### src/rtl/mux_stim_pkg.sv
// Shared types and constants for the mux stimulus sequencer: FSM states,
// step count and the {A,B,S} pattern of every step.
package mux_stim_pkg;

  typedef enum logic [1:0] {
    IDLE,
    RUN,
    PAUSED,
    DONE
  } state_t;

  localparam int unsigned NUM_STEPS = 5;
  localparam int unsigned STEP_W    = 3;

  // Element k is the {A,B,S} pattern driven during step k.
  localparam logic [NUM_STEPS-1:0][2:0] STEP_PAT = {
    3'b011, 3'b001, 3'b101, 3'b100, 3'b000
  };

  function automatic logic [2:0] step_pattern(input logic [STEP_W-1:0] s);
    logic [2:0] p;
    p = '0;
    if (s < STEP_W'(NUM_STEPS)) p = STEP_PAT[s];
    return p;
  endfunction

endpackage

### src/rtl/mux_stim_sequencer_tick_gen.sv
// Prescaler: while enabled, pulses tick for one cycle every TICK_DIV cycles.
// Holds its count while disabled; clr restarts the count from zero.
module tick_gen #(
  parameter int unsigned CNT_W    = 8,
  parameter int unsigned TICK_DIV = 1
) (
  input  logic clk,
  input  logic rst,
  input  logic en,
  input  logic clr,
  output logic tick
);

  logic [CNT_W-1:0] cnt;

  assign tick = en && (cnt == CNT_W'(TICK_DIV - 1));

  always_ff @(posedge clk) begin
    if (rst || clr) cnt <= '0;
    else if (en)    cnt <= tick ? '0 : cnt + CNT_W'(1);
  end

endmodule

### src/rtl/mux_stim_sequencer.sv
// Hardware stimulus source for a 2:1 mux: walks {A,B,S} through five timed
// steps after a start pulse, with pause, optional looping and status flags.
module mux_stim_sequencer
  import mux_stim_pkg::*;
#(
  parameter int unsigned CNT_W    = 8,
  parameter int unsigned TICK_DIV = 1,
  parameter int unsigned DWELL0   = 16,
  parameter int unsigned DWELL1   = 8,
  parameter int unsigned DWELL2   = 14,
  parameter int unsigned DWELL3   = 16,
  parameter int unsigned DWELL4   = 16,
  parameter int unsigned LOOP     = 0
) (
  input  logic              clk,
  input  logic              rst,
  input  logic              start,
  input  logic              pause,
  output logic              A,
  output logic              B,
  output logic              S,
  output logic [STEP_W-1:0] step,
  output logic              busy,
  output logic              done
);

  localparam int unsigned CNT_MAX = (2 ** CNT_W) - 1;
  localparam logic [STEP_W-1:0] LAST_STEP = STEP_W'(NUM_STEPS - 1);

  if (TICK_DIV == 0 || TICK_DIV > CNT_MAX || DWELL0 > CNT_MAX ||
      DWELL1 > CNT_MAX || DWELL2 > CNT_MAX || DWELL3 > CNT_MAX ||
      DWELL4 > CNT_MAX) begin : g_cfg_check
    $error("mux_stim_sequencer: TICK_DIV/DWELLk out of range for CNT_W=%0d", CNT_W);
  end

  // A zero dwell still occupies one tick so every step is visible.
  function automatic logic [CNT_W-1:0] dwell_of(input logic [STEP_W-1:0] k);
    int unsigned d;
    case (k)
      3'd0:    d = DWELL0;
      3'd1:    d = DWELL1;
      3'd2:    d = DWELL2;
      3'd3:    d = DWELL3;
      default: d = DWELL4;
    endcase
    return (d == 0) ? CNT_W'(1) : CNT_W'(d);
  endfunction

  state_t            state, state_next;
  logic [STEP_W-1:0] step_next;
  logic [CNT_W-1:0]  dwell, dwell_next;
  logic [2:0]        pat_next;
  logic              busy_next, done_next;
  logic              tick, cnt_en, cnt_clr;

  assign cnt_en  = (state == RUN || state == PAUSED) && !pause;
  assign cnt_clr = (state == IDLE || state == DONE) && start;

  tick_gen #(
    .CNT_W   (CNT_W),
    .TICK_DIV(TICK_DIV)
  ) u_tick_gen (
    .clk (clk),
    .rst (rst),
    .en  (cnt_en),
    .clr (cnt_clr),
    .tick(tick)
  );

  always_ff @(posedge clk) begin
    if (rst) begin
      state     <= IDLE;
      step      <= '0;
      dwell     <= '0;
      {A, B, S} <= '0;
      busy      <= 1'b0;
      done      <= 1'b0;
    end else begin
      state     <= state_next;
      step      <= step_next;
      dwell     <= dwell_next;
      {A, B, S} <= pat_next;
      busy      <= busy_next;
      done      <= done_next;
    end
  end

  // The edge that releases PAUSED also counts, so paused time is exactly the
  // number of cycles pause was high.
  always_comb begin
    state_next = state;
    step_next  = step;
    dwell_next = dwell;
    unique case (state)
      IDLE, DONE: begin
        if (start) begin
          state_next = RUN;
          step_next  = '0;
          dwell_next = dwell_of('0);
        end
      end
      RUN, PAUSED: begin
        state_next = pause ? PAUSED : RUN;
        if (tick) begin
          if (dwell > CNT_W'(1)) begin
            dwell_next = dwell - CNT_W'(1);
          end else if (step == LAST_STEP) begin
            if (LOOP != 0) begin
              step_next  = '0;
              dwell_next = dwell_of('0);
            end else begin
              state_next = DONE;
            end
          end else begin
            step_next  = step + STEP_W'(1);
            dwell_next = dwell_of(step + STEP_W'(1));
          end
        end
      end
      default: state_next = IDLE;
    endcase
  end

  always_comb begin
    pat_next  = step_pattern(step_next);
    busy_next = (state_next == RUN) || (state_next == PAUSED);
    done_next = (state_next == DONE);
  end

endmodule

### config.mk
export PLATFORM = sky130hd
export DESIGN_NAME = mux_stim_sequencer
export DESIGN_NICKNAME = d
export VERILOG_FILES = /design/src/rtl/mux_stim_pkg.sv /design/src/rtl/mux_stim_sequencer_tick_gen.sv /design/src/rtl/mux_stim_sequencer.sv
export SDC_FILE = /design/constraint.sdc
export NUM_CORES = 1
export LEC_CHECK = 0
export CORE_MARGIN = 2
export CORE_UTILIZATION = 45
export DETAILED_ROUTE_END_ITERATION = 7
export SETUP_SLACK_MARGIN = 0.1
export SYNTH_ARGS = -nofsm -noshare
export SYNTH_HDL_FRONTEND = slang
export SYNTH_SLANG_ARGS = --single-unit
### constraint.sdc
create_clock -name clk -period 2.67 [get_ports clk]
set_input_delay 0.267 -clock clk [delete_from_list [all_inputs] [get_ports clk]]
set_output_delay 0.267 -clock clk [all_outputs]
set_load 0.005 [all_outputs]
==> Word-level counts from Yosys, hierarchy flattened <==
Memories as Yosys holds them, arrays and structs flattened. A register that Yosys moved wholly into a read port is not among the register bits.
Cells that the tools add are included.
Widths: inputs -> output; s select.
{ "op_classes": {"reduce_logical": 15, "n_eq_ne": 12, "n_bitwise": 1, "addsub": 3, "n_mux": 23, "order_cmp": 2} }
{ "ops": {"columns": ["op", "count"], "rows": [
  ["$mux 32", 4],
  ["$mux 8", 6],
  ["$logic_not 32->1", 1],
  ["$pmux 8 s2", 1],
  ["$mux 3", 4],
  ["$mux 2", 5],
  ["$pmux 5 s2", 1],
  ["$add 8x1->8 const B", 1],
  ["$eq 2x2->1 const B", 4],
  ["$gt 8x1->1 const B", 1],
  ["$logic_not 8->1", 1],
  ["$sub 8x1->8 const B", 1],
  ["$pmux 3 s2", 1],
  ["$reduce_or 2->1", 3],
  ["$eq 2x1->1 const B", 2],
  ["$logic_or 1x1->1", 4],
  ["$pmux 2 s2", 1],
  ["$add 3x1->3 const B", 1],
  ["$eq 3x1->1 const B", 1],
  ["$eq 3x2->1 const B", 1],
  ["$eq 3x3->1 const B", 1],
  ["$logic_and 1x1->1", 3],
  ["$lt 3x3->1 const B", 1],
  ["$ne 3x3->1 const B", 1],
  ["other kinds (6)", 6]
]} }
{ "word_totals": {"out_inout_bits": 8, "rom_bits": 24, "wordCells": 63, "memories": 1, "inputBits": 4, "reg_bits": 23} }
{ "memory_table": {"columns": ["name", "words", "width", "read_ports", "rd_ports_with_merged_regs", "write_ports", "line_no", "source"], "rows": [
  ["(name not given)", 8, 3, 1, 1, 0, "mux_stim_pkg.sv:23", "if (s < STEP_W'(NUM_STEPS)) p = STEP_PAT[s];"]
]} }

==> Depth between registers and ports, before layout <==
Gate-level depths: netlist of the first run.
{ "depth": {"depth_word": 13, "depth_mapped": 9, "ltp_nobuf": 8} }

==> Modules after synthesis <==
From an unflattened synthesis of the first run, not the netlist that was laid out.
{ "unflattened": {"cells_unflattened": 165, "hier_area_um2": 1447.6} }
{ "by_module_without_submodules": {"columns": ["module", "area_per_inst_um2", "cells_per_inst", "n_inst", "seq_area_each_um2"], "rows": [
  ["mux_stim_sequencer", 1027.2, 119, 1, 360.3],
  ["tick_gen", 420.4, 46, 1, 160.2]
]} }

==> Least setup slack after synthesis of the first run <==
OpenSTA, ideal clock, no wires.
{ "synth_timing": {"path_kind": "reg-to-reg", "from": "register u_tick_gen.cnt[0]", "to": "register A", "period_less_slack_ns": 2.084, "path_stages_with_launch": 10, "setup_time_ns": 0.115, "t_required_ns": 2.555, "slack_ns": 0.586, "arrival_time_ns": 1.969, "n_path_buf": 1, "cell_sequence": "dfxtp_1 -> inv_1 -> ha_1 -> or4b_4 -> nor4_4 -> buf_6 -> and2_1 -> a31o_1 -> xor2_1 -> and2_1"} }
{ "synth_via": {"elab_chain_cells": 7} }
{ "synth_rtl": {"columns": ["item", "line_no", "source"], "rows": [
  ["from (decl)", "mux_stim_sequencer_tick_gen.sv:14", "logic [CNT_W-1:0] cnt;"],
  ["from (signal assigned)", "mux_stim_sequencer_tick_gen.sv:20", "else if (en) cnt <= tick ? '0 : cnt + CNT_W'(1);"],
  ["$logic_not 8->1 *", "mux_stim_sequencer_tick_gen.sv:16", "assign tick = en && (cnt == CNT_W'(TICK_DIV - 1));"],
  ["$logic_and 1x1->1 *", "mux_stim_sequencer_tick_gen.sv:16", null],
  ["$mux 3 *", "mux_stim_sequencer.sv:104", "if (tick) begin"],
  ["$pmux 3 s2 *", "mux_stim_sequencer.sv:94", "unique case (state)"],
  ["$lt 3x3->1", "mux_stim_pkg.sv:23", null],
  ["$not 1->1 (no source line)", null, null],
  ["$reduce_or 2->1 (no source line)", null, null],
  ["to (signal assigned)", "mux_stim_sequencer.sv:82", "{A, B, S} <= pat_next;"],
  ["to (decl)", "mux_stim_sequencer.sv:19", "output logic A,"]
]} }
Mark *: on every way between the ends. The rest lies on a longest branch, timed or not.
A chain may end at the register's enable or synchronous reset.

==> Worst setup path in the final report of the first run <==
Same ends and word-level chain as after synthesis.

==> results of run 1 <==
[power groups by stage]
stage               clock [W]  combinational, W  sequential, W
floorplan                   0          0.000342       0.000465
global placement            0          0.000458       0.000468
detailed placement          0          0.000468       0.000468
CTS                  0.000212          0.000470       0.000460
global route         0.000223          0.000524       0.000467
finish               0.000203          0.000471       0.000460
[cells in the final DEF, fill, tap and decap left out, types with 2 or more instances in the layout]
master	n
dfxtp_1	26
nor2_1	19
a21oi_1	15
clkdlybuf4s50_1	11
ha_1	9
nor3_1	8
nand2_1	8
nor2b_1	8
xor2_1	7
inv_1	6
nand4_1	6
nand3_1	5
buf_4	5
o21ai_1	4
xnor2_1	3
or3_1	3
and2_1	3
and3_1	3
clkbuf_4	3
o21ai_0	2
nand2b_1	2
nor3b_1	2
a311oi_1	2
[worst min-delay path by stage]
stage / end / cells past startpoint / slack (ns) / start
after floorplan: dwell[6] / 2 / 0.45 / dwell[6]
after global placement: dwell[6] / 2 / 0.47 / dwell[6]
after detailed placement: dwell[1] / 2 / 0.49 / dwell[1]
after CTS: dwell[1] / 2 / 0.51 / dwell[1]
after global routing: dwell[1] / 2 / 0.54 / dwell[1]
final: dwell[1] / 2 / 0.51 / dwell[1]
[cell families after synthesis]
group	after synthesis	share of synthesized area [%]
AND/OR/NAND/NOR	71	27.5
AO/OA/AOI/OAI	37	17.5
flip-flops	26	36.5
buffers and inverters	14	4.56
XOR/XNOR	10	6.14
adder cells (fa/ha/maj)	9	7.89
[layout make-up]
| type | instances | area, sq um | share of cell area [%] |
|---|---|---|---|
| multi-input cells | 127 | 841 | 51.8 |
| flip-flops and latches | 26 | 520 | 32.1 |
| inverters | 6 | 22.5 | 1.39 |
| well taps | 44 | 55.1 | 3.39 |
| clock buffers | 4 | 36.3 | 2.24 |
| repair buffers | 16 | 148 | 9.10 |
[per-layer routing]
layer	vias to the layer above	track usage (%)
met5	-	0
met3	4	4.76
met4	0	4.76
met2	19	29.0
met1	565	23.5
li1	615	-
[tightest hold or removal path, cell delays in order, from the launching register on]
cell,delay [ns]
dfxtp_1,0.37
nand2_1,0.06
a21oi_1,0.05
[sequential cells by signal (all words and copies together) (netlist names)]
register	count
step	3
u_tick_gen.cnt	8
done	1
A	1
dwell	8
B	1
state	2
S	1
busy	1
[metrics by stage]
stage          util (%)  cells
6_report           53.6    223
5_1_grt            53.6    223
4_1_cts            53.6    223
3_5_place_dp       52.4    219
3_3_place_gp       52.4    219
2_1_floorplan         -    167
==> impl_metrics.env, run 1 <==
export IMPL_status="finished clean"
export IMPL_synthTopCellsByCount="dfxtp_1 (26), nor2_1 (19), a21oi_1 (15)"
export IMPL_comb_power_share_pct=41.6
export IMPL_finalCritPeriodShare_pct=88.0
export IMPL_synth_top_area_share_pct=36.5
export IMPL_fp_coreArea_sq_um=3030
export IMPL_tritoncts="done"
export IMPL_max_freq_ghz=0.426
export IMPL_seq_area_frac_synth_pct=36.5
export IMPL_synth_warnings=0
export IMPL_gp_congestion=0.761
export IMPL_yosys_area_top_type="dfxtp_1"
export IMPL_dp_slack_ns=0.245
export IMPL_whs_ns=0.509
export IMPL_dr_pass1_iters=4
export IMPL_layout_setup_ws_ns=0.320
export IMPL_worstSetupStartpoint="u_tick_gen.cnt[0]"
export IMPL_drc_errors=0
export IMPL_reg2reg_to="A"
export IMPL_rsz0062_at_grt="false"
export IMPL_track_usage_pct=17.9
export IMPL_cap_violations=0
export IMPL_endpoint_kind="flip-flop"
export IMPL_crit_fanout=7
export IMPL_clockRootBuffer="clkbuf_4"
export IMPL_avgSynthCellArea_sq_um=8.54
export IMPL_dr_max_layer_used="met4"
export IMPL_dp_final_hpwl_mm=2.14
export IMPL_grt_pass1_vias=1125
export IMPL_clkTransAtPathRegs_ns=0.14
export IMPL_syn2layout_area_growth_pct=13.8
export IMPL_cts_resized=0
export IMPL_grt_overflow=0
export IMPL_hold_viol_final=0
export IMPL_synthFlopType="dfxtp_1"
export IMPL_via_count=1203
export IMPL_finalMaxSlewViolations=0
export IMPL_avgRoutedWirePerCell_um=13.0
export IMPL_slew_headroom_pct=41.1
export IMPL_clock_sinks=26
export IMPL_finClkSkew_ns=0.00626
export IMPL_wl_mm=2.89
export IMPL_path_cells="inv_1 -> ha_1 -> or4b_4 -> nor4_4 -> buf_4 -> and2_1 -> a31o_1 -> xor2_1 -> and2_1"
export IMPL_routed_via_density=5.39
export IMPL_initial_utilization_pct=47.1
export IMPL_design_die_area_sq_um=3640
export IMPL_leakagePower_nw=0.608
export IMPL_drt_antenna_violating_nets=0
export IMPL_placementRows=20
export IMPL_cp_num_cells=9
export IMPL_p_total_w=0.00113
export IMPL_dieWidth_um=60.3
export IMPL_worst_setup_path_start_kind="flip-flop"
export IMPL_ys_ff_latch=26
export IMPL_p_int_w=0.000705
export IMPL_crit_end="A"
export IMPL_synth_edf_count=0
export IMPL_drive_gt1_share_pct=8.38
export IMPL_max_stage_delay_ns=0.47
export IMPL_worstSkewPairLatency_ns=0.32
export IMPL_fill_cells=283
export IMPL_clkPwrFrac_pct=17.9
export IMPL_synthCells=167
export IMPL_ys_types=42
export IMPL_peakVddDrop_uv=349
export IMPL_hold_class="reg2reg"
export IMPL_slowest_stage="or4b_4"
export IMPL_r2r_start="u_tick_gen.cnt[0]"
export IMPL_grt_pass1_wl_mm=4.95
export IMPL_antenna_found_initial=0
export IMPL_synth_area_leaders="dfxtp_1 (36%), ha_1 (7.9%), a21oi_1 (5.3%), nor2_1 (5.0%), xor2_1 (4.3%)"
export IMPL_worst_pin_slew_ns=0.884
export IMPL_cts_htree_levels=1
export IMPL_ios=12
export IMPL_design_area_sq_um=1620
export IMPL_holdBufCountCts=0
export IMPL_ys_async_sr_fraction_pct=0
export IMPL_wl_met1_mm=1.40
export IMPL_reg2reg_slack_ns=0.32
export IMPL_synth_area_sq_um=1430
export IMPL_dieHeight_um=60.3
export IMPL_ctsLongestPathBuffers=2
export IMPL_critPathTopFamily="simple AND/OR/NAND/NOR gates"
export IMPL_crit_buf_inv=2
export IMPL_final_setup_tns_ns=0
export IMPL_synth_nets=180
export IMPL_p_seq_share_pct=40.6
export IMPL_grt_max_degree=15
export IMPL_critPathKind="reg2reg"
export IMPL_yosysMostFrequentCell="dfxtp_1"
export IMPL_antenna_cells=0
export IMPL_setup_viol=0
export IMPL_p_per_area_nw_per_um2=699
export IMPL_dr_wl_met2_mm=1.38
export IMPL_swShare_pct=37.8
export IMPL_cts_buffers=3
export IMPL_ff2ff_path_depth=9
export IMPL_post_cts_setup_buffers=0
export IMPL_critPathMostFrequentCell="and2_1"
export IMPL_critPathRequiredTime_ns=2.95
export IMPL_cp_arrival_ns=2.63
export IMPL_nets=193
export IMPL_placed_area_sq_um=1590
export IMPL_io_buffers=11
export IMPL_wl_met3_um=79
export IMPL_drtIter0Drc=24
export IMPL_finalCriticalPeriod_ns=2.35
export IMPL_p_switching_w=0.000429
Note: power is estimated with default switching activity, not from simulation.
==> run 2, diff against run 1 <==
--- a/config.mk
+++ b/config.mk
@@ -5,6 +5,7 @@
 export SDC_FILE = /design/constraint.sdc
 export NUM_CORES = 1
 export LEC_CHECK = 0
+export CORE_ASPECT_RATIO = 2
 export CORE_MARGIN = 2
 export CORE_UTILIZATION = 45
 export DETAILED_ROUTE_END_ITERATION = 7
==> run 2 against run 1 <==
Effect of this change: die area grew 0.75%; via count is 0.33% lower; flip-flop and latch count stayed put; first-iteration DRC count grew 13%; clock skew decreased by 0.0020 ns; critical path depth did not move; critical path type unchanged; register-to-register slack gained 0.02 ns; hold slack worse by 0.012 ns; clock power up 64%.
==> impl_metrics.env, run 2 (same netlist as run 1, synthesis figures left out) <==
export IMPL_comb_power_share_pct=37.0
export IMPL_drive_gt1_share_pct=8.38
export IMPL_ctsLongestPathBuffers=2
export IMPL_drt_antenna_violating_nets=0
export IMPL_track_usage_pct=17.9
export IMPL_setup_viol=0
export IMPL_worst_pin_slew_ns=0.850
export IMPL_swShare_pct=34.6
export IMPL_clock_sinks=26
export IMPL_final_common_cell="dfxtp_1"
export IMPL_p_seq_share_pct=36.6
export IMPL_nets=193
export IMPL_avgRoutedWirePerCell_um=14.1
export IMPL_max_freq_ghz=0.430
export IMPL_max_stage_delay_ns=0.47
export IMPL_via_count=1199
export IMPL_ios=12
export IMPL_finalMaxSlewViolations=0
export IMPL_grt_overflow=0
export IMPL_critPathTopFamily="simple AND/OR/NAND/NOR gates"
export IMPL_wl_mm=2.96
export IMPL_fin_cells=210
export IMPL_drtIter0Drc=27
export IMPL_critPathKind="reg2reg"
export IMPL_p_total_w=0.00126
export IMPL_holdBufCountCts=0
export IMPL_slowest_stage="or4b_4"
export IMPL_finClkSkew_ns=0.00429
export IMPL_antenna_cells=0
export IMPL_p_per_area_nw_per_um2=767
export IMPL_endpoint_kind="flip-flop"
export IMPL_register_area_sq_um=520
export IMPL_design_die_area_sq_um=3660
export IMPL_dieHeight_um=83.6
export IMPL_worstSkewPairLatency_ns=0.28
export IMPL_p_int_w=0.000822
export IMPL_finalCriticalPeriod_ns=2.32
export IMPL_critPathRequiredTime_ns=2.85
export IMPL_cts_htree_levels=1
export IMPL_placementRows=29
export IMPL_syn2layout_area_growth_pct=15.1
export IMPL_crit_fanout=6
export IMPL_grt_pass1_vias=1184
export IMPL_path_cells="inv_1 -> ha_1 -> or4b_4 -> nor4_4 -> buf_4 -> a311oi_1 -> a31o_1 -> xor2_1 -> and2_1"
export IMPL_final_cell_mix="dfxtp_1 (26), nor2_1 (19), a21oi_1 (15)"
export IMPL_dp_final_hpwl_mm=2.20
export IMPL_fp_coreArea_sq_um=3080
export IMPL_peakVddDrop_uv=414
export IMPL_p_switching_w=0.000436
export IMPL_grt_max_degree=16
export IMPL_finalCritPeriodShare_pct=87.1
export IMPL_dieWidth_um=43.8
export IMPL_status="finished clean"
export IMPL_rsz0062_at_grt="false"
export IMPL_gp_congestion=0.797
export IMPL_antenna_found_initial=0
export IMPL_multi_input_area_sq_um=841
export IMPL_post_cts_setup_buffers=0
export IMPL_clkTransAtPathRegs_ns=0.10
export IMPL_hold_class="reg2reg"
export IMPL_placed_cells=206
export IMPL_io_buffers=11
export IMPL_cts_buffers=3
export IMPL_tritoncts="done"
export IMPL_clkPwrFrac_pct=26.4
export IMPL_top_regs="dwell x8, u_tick_gen.cnt x8, step x3"
export IMPL_routed_via_density=5.71
export IMPL_drc_errors=0
export IMPL_initial_utilization_pct=46.2
export IMPL_worst_setup_path_start_kind="flip-flop"
export IMPL_leakagePower_nw=0.623
export IMPL_crit_buf_inv=2
export IMPL_clockRootBuffer="clkbuf_8"
export IMPL_final_setup_tns_ns=0
export IMPL_grt_pass1_wl_mm=5.24
export IMPL_cts_resized=0
export IMPL_hold_viol_final=0
export IMPL_cap_violations=0
export IMPL_final_util_pct=53.2
export IMPL_cp_arrival_ns=2.51
export IMPL_dr_pass1_iters=4
export IMPL_fill_cells=307
export IMPL_slew_headroom_pct=43.3
==> run 2: cell types whose count changed in the layout (fill, tap and decap cells not counted) <==
cell | previous run | this run
bufinv_16 | 0 | 1
clkbuf_4 | 3 | 0
clkbuf_8 | 1 | 3
==> run 2: worst paths after layout <==
path / slack (ns) / start / endpoint / cells past startpoint
worst max register to register: 0.35 / u_tick_gen.cnt[0] / A / 9
worst min-delay path: 0.50 / dwell[1] / dwell[1] / 2
worst min register to register: 0.50 / dwell[1] / dwell[1] / 2
worst max-delay path: 0.35 / u_tick_gen.cnt[0] / A / 9
==> run 2: stage by stage <==
step / hold slack, ns / area, sq um / worst slack [ns]
floorplan: 0.455 / 1430 / 0.586
global placement: 0.470 / 1570 / 0.431
detailed placement: 0.481 / 1570 / 0.351
CTS: 0.495 / 1640 / 0.323
global route: 0.508 / 1640 / 0.136
finish: 0.497 / 1640 / 0.345
==> run 2: power groups by stage <==
stage / logic, W / clock network [W] / registers (W)
2_1_floorplan: 0.000342 / 0 / 0.000465
3_3_place_gp: 0.000461 / 0 / 0.000471
3_5_place_dp: 0.000463 / 0 / 0.000469
4_1_cts: 0.000464 / 0.000339 / 0.000461
5_1_grt: 0.000522 / 0.000352 / 0.000467
6_report: 0.000465 / 0.000332 / 0.000461
==> run 2: worst min-delay path, stage by stage (launching register included) <==
cell and delay (ns):
dfxtp_1 0.35, nand2_1 0.06, a21oi_1 0.05
==> run 2: layout make-up <==
| type | count | area share, % |
|---|---|---|
| timing repair buffer | 16 | 8.99 |
| tap | 31 | 2.36 |
| sequential | 26 | 31.7 |
| multi-input combinational | 127 | 51.2 |
| clock inverter | 1 | 1.83 |
| inverter | 6 | 1.37 |
| clock buffer | 3 | 2.52 |
==> run 2: metal layers <==
layer / track usage, % / wire [um] / vias to the layer above
met5: 0 / 0 / -
met4: 7.99 / 80 / 0
met3: 2.60 / 109 / 7
met2: 27.0 / 1390 / 28
met1: 24.7 / 1380 / 554
li1: - / - / 610
==> edit, RTL diff (config.mk and constraints of run 1) <==
Re-encode `state_t` (4 states) as one-hot, 4 bits wide.
--- a/src/rtl/mux_stim_pkg.sv
+++ b/src/rtl/mux_stim_pkg.sv
@@ -4,7 +4,7 @@
 
-  typedef enum logic [1:0] {
-    IDLE,
-    RUN,
-    PAUSED,
-    DONE
+  typedef enum logic [3:0] {
+    IDLE   = 4'b0001,
+    RUN    = 4'b0010,
+    PAUSED = 4'b0100,
+    DONE   = 4'b1000
   } state_t;
Check against the original RTL: no difference found for any inputs over 10 cycles, from zero or initial values and one cycle with rst high; not proved beyond that.
==> edit against run 1 <==
- routed wire length rose by 16%
- setup slack improved by 67 ps
- cell area rose by 10%
- synthesized area rose by 14%
- sequential cell count rose by 2
- sequential share of layout area fell by 0.68 points
- hold slack got worse by 19 ps
- first-iteration DRC count rose to 4.0 times the old value
- largest cell class unchanged
Power is not compared: it rests on default switching activity, and its combinational part moved more than twofold at a synthesized area within 25%.
==> edit: results (changes against run 1) <==
Yosys
  – Mapped Cells: 198 (+19%)
  – Post-synthesis sequential area ratio: 34.49% (-2.0 points)
  – Netlist cell types: 44 (+4.8%)
  – Top cells by count, synth: dfxtp_1, nor2_1, a21oi_1, nand2_1, inv_1
  – Ranking of synthesized cells by area: dfxtp_1, ha_1, nor2_1, xnor2_1, a21oi_1
  – Mapped Nets: 210 (+17%)

Route
  – Met2 wire len: 1589 um (+15%)
  – Met3 WL: 183 um (+130%)
  – Metal1 wirelength: 1501 um (+7.3%)
  – Vias: 1391 (+16%)
  – DR WL/cell: 13.31 um (+2.7%)
  – Number of DRC markers in iteration 0: 97 (+300%)

Critical path
  – Worst r2r path cells: 7 (-2)
  – CP endpoint: dwell[5]$_SDFFE_PP0P_
  – Setup slack, reg-to-reg: 390 ps (+70 ps)
  – Critical path startpoint: step[0]$_SDFF_PP0_
  – Worst path max stage delay: 540 ps (+70 ps)

GRT
  – Met1 Use GR: 23.00% (-0.54 points)
  – GRT Resource Usage Total: 17.98% (+0.092 points)
  – Global-route wire length before repair: 5844 um (+18%)
  – Routing usage on met3: 2.993% (-1.8 points)
  – Met2 Track Usage GR: 29.43% (+0.39 points)
  – Vias in the first global route: 1331 (+18%)

Placement
  – HPWL Detailed: 2603 um (+22%)
  – Routability Congestion: 0.8658 (+14%)
  – Pre-CTS setup slack: 361.3 ps (+116.7 ps)

Finish
  – Multi-input logic area: 959.7 um^2 (+14%)
  – Share of cells above drive strength 1: 3.902% (-4.5 points)
  – Fill count: 337 (+19%)
  – NumNets Final: 218 (+13%)
  – Largest registers: dwell: 8 flops, u_tick_gen.cnt: 8 flops, state: 4 flops
  – Fin cells: 251 (+13%)

Run status
  – Status: completed

STA
  – Final setup skew: 16.96 ps (+10.71 ps)
  – Final Critical Period: 2283 ps (-67.14 ps)
  – Worst-margin pin slew: 537.7 ps (-346.2 ps)
[edit: cell type report]
class / count / share of cell area (%)
clock inverter: 1 / 1.682
clock buffer: 3 / 1.261
tap: 46 / 3.224
sequential: 28 / 31.39
multi-input combinational: 151 / 53.75
timing repair buffer: 12 / 6.587
inverter: 10 / 2.102
[edit: worst max-delay path, delay by kind of cell, from the launching register on]
| family | cells | cell delay [ps] |
|---|---|---|
| simple gates | 3 | 810 |
| compound gates | 2 | 460 |
| fa+ha+maj | 1 | 250 |
| buf+inv | 1 | 150 |
| flops | 1 | 540 |
[edit: worst min-delay path by stage]
stage	endpoint	start	cells after the start	slack [ps]
finish	dwell[1]$_SDFFE_PP0P_	dwell[1]$_SDFFE_PP0P_	2	490
global route	dwell[1]$_SDFFE_PP0P_	dwell[1]$_SDFFE_PP0P_	2	520
CTS	dwell[7]$_SDFFE_PP0P_	dwell[7]$_SDFFE_PP0P_	2	500
detailed placement	dwell[7]$_SDFFE_PP0P_	dwell[7]$_SDFFE_PP0P_	2	480
global placement	dwell[1]$_SDFFE_PP0P_	dwell[1]$_SDFFE_PP0P_	2	470
floorplan	state[2]$_SDFF_PP0_	pause	1	410
[edit: logic make-up (layout without fill, tap and decap cells)]
logic type	count (synthesis)	after routing	share of synthesized area, %
AOI/OAI and AO/OA	43	43	16.94
buffers and inverters	19	26	6.466
and+or+nand+nor	85	85	27.79
xor gates and xnor gates	14	14	7.544
muxes	1	1	0.6159
adders and majority gates	8	8	6.159
DFF	28	28	34.49
[edit: where the power goes]
| part | switching (mW) | internal [mW] |
|---|---|---|
| sequential | 0.0130 | 0.431 |
| clock | 0.122 | 0.152 |
| combinational | 0.0893 | 0.0561 |
| total | 0.225 | 0.639 |
